$ cat src/rtl/uart_tx_arbiter_if.sv
// Requester-side byte handshake bundle for uart_tx_arbiter.
// Requester i drives bits [8i+7:8i] of req_data; a byte moves on req_valid & req_ready.
interface uart_tx_arbiter_if #(
    parameter int unsigned NUM_REQ = 2
);
    logic [NUM_REQ-1:0]   req_valid;
    logic [8*NUM_REQ-1:0] req_data;
    logic [NUM_REQ-1:0]   req_last;
    logic [NUM_REQ-1:0]   req_ready;

    // Requesters drive the byte streams and observe ready.
    modport master (
        output req_valid,
        output req_data,
        output req_last,
        input  req_ready
    );

    // The arbiter consumes the byte streams and returns ready.
    modport slave (
        input  req_valid,
        input  req_data,
        input  req_last,
        output req_ready
    );
endinterface

$ cat src/rtl/uart_tx_arbiter.sv
// Round-robin arbiter feeding a single 8N1 UART transmitter.
// Requesters win one byte at a time. A byte sent with last=0 locks the line
// to its owner until a last=1 byte arrives or the owner stays silent too long.
// Optional macro UART_TX_PARITY_EN inserts an even-parity bit before stop.
module uart_tx_arbiter #(
    parameter int unsigned NUM_REQ      = 2,
    parameter int unsigned CLK_DIV      = 434,
    parameter int unsigned LOCK_TIMEOUT = 1024
) (
    input  logic                       clock,
    input  logic                       reset,
    uart_tx_arbiter_if.slave           req,
    output logic                       txd,
    output logic                       busy,
    output logic [$clog2(NUM_REQ)-1:0] grant_id,
    output logic                       lock_timeout
);
    localparam int unsigned IDW = $clog2(NUM_REQ);
    localparam int unsigned BW  = $clog2(CLK_DIV);
    localparam int unsigned TW  = $clog2(LOCK_TIMEOUT + 1);

`ifdef UART_TX_PARITY_EN
    typedef enum logic [2:0] {IDLE, START, DATA, PARITY, STOP} state_t;
`else
    typedef enum logic [1:0] {IDLE, START, DATA, STOP} state_t;
`endif

    state_t         state, state_nxt;
    logic [BW-1:0]  baud, baud_nxt;
    logic [2:0]     bit_idx, bit_nxt;
    logic [7:0]     shreg, shreg_nxt;
    logic [IDW-1:0] rr_ptr, rr_nxt;
    logic           lock, lock_nxt;
    logic [TW-1:0]  tcnt, tcnt_nxt;
    logic [IDW-1:0] grant_nxt;
    logic           txd_nxt;
    logic           busy_nxt;
    logic           lock_timeout_nxt;

    logic                win_found;
    logic [IDW-1:0]      win_idx;
    logic [7:0]          win_data;
    logic                win_last;
    logic                owner_valid;
    logic                bit_tick;
    logic [NUM_REQ-1:0]  ready_c;

    // Increment a requester index, wrapping at NUM_REQ (any NUM_REQ, not just 2^n).
    function automatic logic [IDW-1:0] wrap_inc(input logic [IDW-1:0] i);
        if (32'(i) >= NUM_REQ - 1) begin
            return '0;
        end
        return i + IDW'(1);
    endfunction

    assign bit_tick    = (baud == BW'(CLK_DIV - 1));
    assign owner_valid = req.req_valid[grant_id];

    // Pick the winner: the owner while locked, else first valid from rr_ptr upward.
    always_comb begin
        int unsigned    sum;
        logic [IDW-1:0] cand;
        win_found = 1'b0;
        win_idx   = '0;
        sum       = 0;
        cand      = '0;
        if (lock) begin
            win_found = owner_valid;
            win_idx   = grant_id;
        end else begin
            for (int unsigned k = 0; k < NUM_REQ; k++) begin
                sum = 32'(rr_ptr) + k;
                if (sum >= NUM_REQ) begin
                    sum = sum - NUM_REQ;
                end
                cand = IDW'(sum);
                if (!win_found && req.req_valid[cand]) begin
                    win_found = 1'b1;
                    win_idx   = cand;
                end
            end
        end
    end

    // Route the winner's byte/last and raise its ready bit only in IDLE.
    always_comb begin
        win_data = '0;
        win_last = 1'b0;
        ready_c  = '0;
        for (int unsigned i = 0; i < NUM_REQ; i++) begin
            if (win_idx == IDW'(i)) begin
                win_data   = req.req_data[8*i +: 8];
                win_last   = req.req_last[i];
                ready_c[i] = (state == IDLE) && win_found;
            end
        end
    end

    // Nothing is accepted while reset is held.
    assign req.req_ready = ready_c & {NUM_REQ{reset}};

    // State register and all registered outputs.
    always_ff @(posedge clock) begin
        if (!reset) begin
            state        <= IDLE;
            baud         <= '0;
            bit_idx      <= '0;
            shreg        <= '0;
            rr_ptr       <= '0;
            lock         <= 1'b0;
            tcnt         <= '0;
            grant_id     <= '0;
            txd          <= 1'b1;
            busy         <= 1'b0;
            lock_timeout <= 1'b0;
        end else begin
            state        <= state_nxt;
            baud         <= baud_nxt;
            bit_idx      <= bit_nxt;
            shreg        <= shreg_nxt;
            rr_ptr       <= rr_nxt;
            lock         <= lock_nxt;
            tcnt         <= tcnt_nxt;
            grant_id     <= grant_nxt;
            txd          <= txd_nxt;
            busy         <= busy_nxt;
            lock_timeout <= lock_timeout_nxt;
        end
    end

    // Next state: accept/lock handling in IDLE, bit timing in the frame states.
    always_comb begin
        state_nxt        = state;
        baud_nxt         = baud + BW'(1);
        bit_nxt          = bit_idx;
        shreg_nxt        = shreg;
        rr_nxt           = rr_ptr;
        lock_nxt         = lock;
        tcnt_nxt         = '0;
        grant_nxt        = grant_id;
        lock_timeout_nxt = 1'b0;

        case (state)
            IDLE: begin
                baud_nxt = '0;
                if (win_found) begin
                    shreg_nxt = win_data;
                    grant_nxt = win_idx;
                    state_nxt = START;
                    if (win_last) begin
                        lock_nxt = 1'b0;
                        rr_nxt   = wrap_inc(win_idx);
                    end else begin
                        lock_nxt = 1'b1;
                    end
                end else if (lock && !owner_valid) begin
                    // Silent owner: count idle cycles, then hand the line back.
                    if (tcnt == TW'(LOCK_TIMEOUT - 1)) begin
                        lock_nxt         = 1'b0;
                        rr_nxt           = wrap_inc(grant_id);
                        lock_timeout_nxt = 1'b1;
                    end else begin
                        tcnt_nxt = tcnt + TW'(1);
                    end
                end
            end
            START: begin
                if (bit_tick) begin
                    state_nxt = DATA;
                    baud_nxt  = '0;
                    bit_nxt   = '0;
                end
            end
            DATA: begin
                if (bit_tick) begin
                    baud_nxt = '0;
                    bit_nxt  = bit_idx + 3'd1;
                    if (bit_idx == 3'd7) begin
`ifdef UART_TX_PARITY_EN
                        state_nxt = PARITY;
`else
                        state_nxt = STOP;
`endif
                    end
                end
            end
`ifdef UART_TX_PARITY_EN
            PARITY: begin
                if (bit_tick) begin
                    state_nxt = STOP;
                    baud_nxt  = '0;
                end
            end
`endif
            STOP: begin
                if (bit_tick) begin
                    state_nxt = IDLE;
                    baud_nxt  = '0;
                end
            end
            default: begin
                state_nxt = IDLE;
                baud_nxt  = '0;
            end
        endcase

        // Line level follows the state being entered so txd is a clean flop.
        txd_nxt = 1'b1;
        case (state_nxt)
            START:  txd_nxt = 1'b0;
            DATA:   txd_nxt = shreg_nxt[bit_nxt];
`ifdef UART_TX_PARITY_EN
            PARITY: txd_nxt = ^shreg_nxt;
`endif
            default: txd_nxt = 1'b1;
        endcase
        busy_nxt = (state_nxt != IDLE);
    end
endmodule

$ cat src/flat_wrapper.sv
// flat-port wrapper written by rule: the top's interface ports become plain ports
module uart_tx_arbiter_flat 
#(
    parameter int unsigned NUM_REQ      = 2,
    parameter int unsigned CLK_DIV      = 434,
    parameter int unsigned LOCK_TIMEOUT = 1024
)
  (clock, reset, txd, busy, grant_id, lock_timeout, req_req_valid, req_req_data, req_req_last, req_req_ready);
  uart_tx_arbiter_if #(.NUM_REQ(NUM_REQ)) req_i ();
  input  logic clock;
  input  logic reset;
  output logic txd;
  output logic busy;
  output logic [$clog2(NUM_REQ)-1:0] grant_id;
  output logic lock_timeout;
  input wire logic [$bits(req_i.req_valid)-1:0] req_req_valid;
  input wire logic [$bits(req_i.req_data)-1:0] req_req_data;
  input wire logic [$bits(req_i.req_last)-1:0] req_req_last;
  output wire logic [$bits(req_i.req_ready)-1:0] req_req_ready;
  assign req_i.req_valid = req_req_valid;
  assign req_i.req_data = req_req_data;
  assign req_i.req_last = req_req_last;
  assign req_req_ready = req_i.req_ready;
  uart_tx_arbiter #(.NUM_REQ(NUM_REQ), .CLK_DIV(CLK_DIV), .LOCK_TIMEOUT(LOCK_TIMEOUT)) u_core (.clock(clock), .reset(reset), .req(req_i), .txd(txd), .busy(busy), .grant_id(grant_id), .lock_timeout(lock_timeout));
endmodule
$ cat config.mk
export PLATFORM = sky130hd
export DESIGN_NAME = uart_tx_arbiter_flat
export DESIGN_NICKNAME = d
export VERILOG_FILES = /design/src/rtl/uart_tx_arbiter_if.sv /design/src/rtl/uart_tx_arbiter.sv /design/src/flat_wrapper.sv
export SDC_FILE = /design/constraint.sdc
export NUM_CORES = 1
export LEC_CHECK = 0
export CAP_MARGIN = 20
export CORE_MARGIN = 3
export CORE_UTILIZATION = 27
export DETAILED_ROUTE_END_ITERATION = 10
export SLEW_MARGIN = 25
export SYNTH_ARGS = -nofsm -noshare
export SYNTH_HDL_FRONTEND = slang
export SYNTH_SLANG_ARGS = --single-unit
$ cat constraint.sdc
create_clock -name clock -period 6.8 [get_ports clock]
set_clock_uncertainty 0.2 [all_clocks]
set_input_delay 1.7 -clock clock [delete_from_list [all_inputs] [get_ports clock]]
set_output_delay 1.7 -clock clock [all_outputs]
set_load 0.05 [all_outputs]
==> flow_summary.toml, run 1 <==
[clock_network]
clock_latency_ns = 0.29
post_cts_resized = 0
clkSinkCount = 39
path_clk_slew_ns = 0.09
cts_hold_buffers = 0
cts_tree = "built"
cts_buffers = 5
cts_max_path_buffers = 2
cts_htree_levels = 2
clock-root-buffer = "clkbuf_8"
postCtsSetupRepairBufs = 0

[global_route]
grt_pass1_vias = 1553
grt_max_degree = 21
gr-max-usage-layer = "met2"
grt_pass1_wl_mm = 6.79
use_met1_pct = 12.2
grtUsageMet2_pct = 15.5
grt_usage_pct = 9.56
antenna_found_initial = 0
gr-total-overflow = 0
use_met3_pct = 2.30

[logic_synthesis]
synthFlopType = "dfxtp_1"
yosysSeqAreaShare_pct = 39.4
synth_edf_count = 0
synth.distinct_cells = 42
synth_compound_area_share_pct = 11.8
synthesis.nets = 259
synth_area_leaders = "dfxtp_1, nor2_1, mux2i_1, ha_1, xnor2_1"
netlist_area_mm2 = 0.00198
yosys.area.top_type = "dfxtp_1"
yosys.area.top_type_share_pct = 39.4
ys_ff_latch = 39
syn_inst = 227
synthMuxAreaShare_pct = 8.77
synth_top_family_by_area = "simple AND/OR/NAND/NOR gates"
synth_xor_area_share_pct = 7.07
avgSynthCellArea_um2 = 8.74
async_reset_ff_share_pct = 0
synth-simple-area-share_pct = 23.2
ys_warn_count = 0
synth_fa_ha_area_share_pct = 6.31

[detailed_routing]
drt_iter0_markers = 52
wl_per_cell_um = 11.0
ant_nets = 0
drt_pass1_iterations = 6
drcViolationCount = 0
vias = 1575
routed_wirelength_mm = 3.88
via_per_inst = 4.45

[finish]
drive_gt1_share_pct = 6.20
final_nets = 289
area_growth_pct = 25.0
antenna_cells = 0
final_cell_mix = "nor2_1, dfxtp_1, clkdlybuf4s50_1"
final_util_pct = 35.7
final_common_cell = "nor2_1"

[critical_path]
critPathMaxStageDelay_ns = 0.81
crit_path_max_fanout = 20
worst_setup_path_end_kind = "output pin"
r2r-start = "u_core.baud[3]$_SDFF_PP0_"
cp_slowest_cell = "clkdlybuf4s50_1"
critical_path.startpoint = "req_req_valid[1]"
worst-endpoint-required_ns = 4.90
path_buf_inv = 3
cp_top_family = "buffers and inverters"
critPathKind = "in -> out"
cp_common_cell = "clkdlybuf4s50_1"
crit_arrival_ns = 3.82
cp_cell_sequence = "clkdlybuf4s50_1 > mux2i_1 > a21oi_1 > buf_4 > nand2_1 > nor2_1 > clkdlybuf4s50_1"
crit_path_start_kind = "primary input"

[power_and_ir_drop]
p_int_w = 0.000401
comb_power_share_pct = 19.8
pwr-share-clk_pct = 35.4
power.density_mw_per_mm2 = 224
power_frac_seq_pct = 44.7
ir_drop_mv = 0.0790
p_sw_share_pct = 27.8
p_sw_w = 0.000155
leakage_nw = 0.959

[floorplan]
die_area_mm2 = 0.00841
pin_count = 28
die_y_um = 91.7
rows = 30
die_x_um = 91.7
initial_core_util_pct = 28.6
core-area_mm2 = 0.00694

[timing]
timing.fmax_mhz = 175
finalHoldViolations = 0
fin_tns_setup_ns = 0
tightestPinTransition_ns = 0.563
period_share_pct = 84.1
min_period_ns = 5.72
setup_viol = 0
rsz0062_at_grt = "false"
relSlewSlack_pct = 62.0
drv_slew = 0

[run]
cap_violations = 0

[place]
dpl.hpwl_mm = 2.97
gp_congestion = 0.738
port_buffers = 27

[run_status]
outcome = "complete, no violations"

[hold_path]
hold_class = "reg -> reg"
worst_hold_startpoint = "u_core.tcnt[10]$_SDFF_PP0_"
## final timing paths
| check | to | slack [ns] | cells past startpoint |
|---|---|---|---|
| worst max-delay path | req_req_ready[0] | 1.08 | 7 |
| worst min-delay path | u_core.tcnt[10]$_SDFF_PP0_ | 0.25 | 2 |
| worst max register to register | u_core.txd$_SDFF_PN1_ | 3.90 | 10 |
| worst min register to register | u_core.tcnt[10]$_SDFF_PP0_ | 0.25 | 2 |
## sequential cells by signal (all words and copies together), names as in the netlist
register	count
u_core.rr_ptr	1
u_core.lock_timeout	1
u_core.state	2
u_core.baud	9
u_core.busy	1
u_core.grant_id	1
u_core.bit_idx	3
u_core.lock	1
u_core.txd	1
u_core.tcnt	11
u_core.shreg	8
## logic make-up (layout without fill, tap and decap cells)
logic type	after synthesis	in the layout
AO/OA/AOI/OAI	37	37
XOR/XNOR	16	16
adder cells (fa/ha/maj)	10	10
buffers and inverters	18	49
flip-flops	39	39
multiplexers	16	16
AND/OR/NAND/NOR	91	91
## final cells by class
cell class              count  area (um^2)
clock buffers               5         68.8
clock inverters             3         46.3
fillers                   711         4470
inverters                  12         45.0
multi-input cells         170         1130
flip-flops and latches     39          781
well taps                  96          120
repair buffers             29          285
## cell usage after synthesis, types with 2 or more instances
master / number
inv_1: 10
and2_1: 9
nand4_1: 2
clkbuf_1: 3
nor3_1: 3
xor2_1: 6
nand2_1: 7
a22oi_1: 2
nor2_1: 42
nand3_1: 10
nand2b_1: 3
a21oi_1: 13
ha_1: 10
o21ai_0: 10
dfxtp_1: 39
buf_2: 2
xnor2_1: 10
and3_1: 8
mux2i_1: 14
nor3b_1: 2
## worst register-to-register path: stages, from the launching register on
cell and delay [ns]:
dfxtp_1 0.36, or4b_4 0.59, nor2_8 0.18, inv_2 0.06, ha_1 0.29, inv_1 0.05
a22oi_1 0.07, a21o_1 0.26, and3_1 0.19, a2111oi_1 0.37, o311ai_1 0.15
## metal layers
| layer | share of wire (%) | vias up |
|---|---|---|
| met3 | 3.9 | 2 |
| li1 | - | 837 |
| met2 | 46 | 29 |
| met4 | 1.1 | 0 |
| met1 | 49 | 707 |
| met5 | 0 | - |
## per-stage QoR
step	std cells	hold slack (ns)	instance area, um^2	power [W]	setup slack, ns
after floorplan	227	0.222	1980	0.000329	1.65
after CTS	354	0.253	2480	0.000563	1.09
after detailed placement	346	0.239	2360	0.000365	1.10
final	354	0.246	2480	0.000556	1.08
after global placement	346	0.235	2360	0.000363	1.11
after global routing	354	0.263	2480	0.000588	1.00
## power groups by stage
stage               combinational (W)  clock (W)  sequential (W)
floorplan                   0.0000700          0        0.000259
global placement             0.000109          0        0.000254
detailed placement           0.000110          0        0.000254
CTS                          0.000111   0.000204        0.000249
global route                 0.000122   0.000215        0.000250
finish                       0.000110   0.000197        0.000249
Power figures use the tool's default switching activity.
==> inputs of run 2 (changes only) <==
- clock period: 6.8 -> 5.2 ns (I/O delays scaled with it)
==> run 2 against run 1 <==
  * Final cell count stayed put
  * Via count hardly changed
  * Highest routed layer unchanged
  * Count of clock-buffer cells in the layout stayed put
  * Clock power is 31% higher
  * Utilization is 0.31 points higher
  * Worst setup slack worse by 0.15 ns
  * Critical path depth is 2 lower
  * Largest cell class unchanged
  * Critical endpoint is now req_req_ready[1]
==> flow_summary.toml, run 2 (synthesized netlist as in run 1, its figures left out) <==
[global_route]
antenna_found_initial = 0
grt_max_degree = 19
grt_pass1_vias = 1446
grt_pass1_wl_mm = 6.50
grt_usage_pct = 9.23
gr-total-overflow = 0

[power_and_ir_drop]
comb_power_share_pct = 20.0
ir_drop_mv = 0.0938
power_frac_seq_pct = 44.5
p_sw_w = 0.000202
leakage_nw = 0.973
design_power_total_w = 0.000731
power.density_mw_per_mm2 = 292
p_sw_share_pct = 27.7
p_int_w = 0.000528
pwr-share-clk_pct = 35.5

[clock_network]
path_clk_slew_ns = 0.08
cts_hold_buffers = 0
post_cts_resized = 0
clock_latency_ns = 0.29
cts_max_path_buffers = 2
clkSinkCount = 39
cts_tree = "built"
clock-root-buffer = "clkbuf_8"
postCtsSetupRepairBufs = 0
cts_htree_levels = 2
cts_buffers = 5

[floorplan]
rows = 30
die_y_um = 91.7
core-area_mm2 = 0.00694
die_area_mm2 = 0.00841
initial_core_util_pct = 28.6
die_x_um = 91.7
pin_count = 28

[finish]
antenna_cells = 0
final_nets = 289
area_growth_pct = 26.1
final_util_pct = 36.0
final_cell_mix = "nor2_1, dfxtp_1, clkdlybuf4s50_1"
drive_gt1_share_pct = 6.98
final-instance-count-excl-fill = 354
largest_reg_flops = 11
regMostFlops = "u_core.tcnt"
fillers = 727
top_regs = "u_core.tcnt x11, u_core.baud x9, u_core.shreg x8"
final_common_cell = "nor2_1"

[critical_path]
critical_path.startpoint = "req_req_valid[0]"
worst-endpoint-required_ns = 3.70
worst_setup_path_end_kind = "output pin"
crit_path_max_fanout = 8
crit_path_start_kind = "primary input"
r2r-start = "u_core.baud[3]$_SDFF_PP0_"
crit_arrival_ns = 2.77
critPathKind = "in -> out"

[timing]
timing.fmax_mhz = 234
setup_viol = 0
drv_slew = 0
finalHoldViolations = 0
rsz0062_at_grt = "false"
period_share_pct = 82.1
fin_ws_ns = 0.933
tightestPinTransition_ns = 0.537
fin_tns_setup_ns = 0
min_period_ns = 4.27
relSlewSlack_pct = 63.8

[detailed_routing]
routed_wirelength_mm = 3.78
via_per_inst = 4.45
wl_per_cell_um = 10.7
drt_iter0_markers = 70
drt_pass1_iterations = 4
vias = 1576
drcViolationCount = 0
ant_nets = 0

[run_status]
outcome = "complete, no violations"

[place]
placedCellCount = 346
gp_congestion = 0.731
dpl.hpwl_mm = 2.84
port_buffers = 27
dp_slack_ns = 0.919

[hold_path]
hold_class = "reg -> reg"
worst_hold_startpoint = "u_core.tcnt[10]$_SDFF_PP0_"

[run]
cap_violations = 0
==> run 2: cell count changes in the layout (fill, tap and decap cells not counted) <==
cell             previous run  this run
buf_12                      0         2
clkinvlp_4                  1         0
clkdlybuf4s50_1            27        25
clkinv_4                    0         1
==> run 2: metal layers <==
layer	global-route usage (%)	wire, um
met4	3.84	64
met1	12.6	1890
met5	0	0
met3	1.97	150
met2	14.0	1680
==> run 2: path summary, 6_finish.rpt <==
path / to / slack, ns / depth (start not counted)
worst max-delay path: req_req_ready[1] / 0.93 / 5
worst min-delay path: u_core.tcnt[10]$_SDFF_PP0_ / 0.25 / 2
worst min register to register: u_core.tcnt[10]$_SDFF_PP0_ / 0.25 / 2
worst max register to register: u_core.txd$_SDFF_PN1_ / 2.27 / 10
==> run 2: stage by stage <==
stage / hold slack (ns) / cell area [um^2]
2_1_floorplan: 0.222 / 1980
3_3_place_gp: 0.233 / 2380
3_5_place_dp: 0.239 / 2380
4_1_cts: 0.251 / 2500
5_1_grt: 0.264 / 2500
6_report: 0.247 / 2500
==> run 2: cell type report <==
class	count	area, um^2	area share, %
multi-input combinational	170	1130	45.3
sequential	39	781	31.2
timing repair buffer	29	305	12.2
tap	96	120	4.80
clock buffer	5	68.8	2.75
clock inverter	3	47.5	1.90
inverter	12	45.0	1.80
==> run 2: power groups by stage <==
stage | logic [W] | registers, W | clock network (W)
4_1_cts | 0.000148 | 0.000325 | 0.000270
6_report | 0.000146 | 0.000325 | 0.000259
2_1_floorplan | 0.0000916 | 0.000339 | 0
3_5_place_dp | 0.000147 | 0.000332 | 0
5_1_grt | 0.000163 | 0.000328 | 0.000281
3_3_place_gp | 0.000147 | 0.000332 | 0
==> run 2: worst max-delay path, stage by stage <==
cell and delay [ns]:
clkdlybuf4s50_1 0.45, nor2b_1 0.16, o21ai_2 0.41, and3_1 0.29
buf_12 0.15
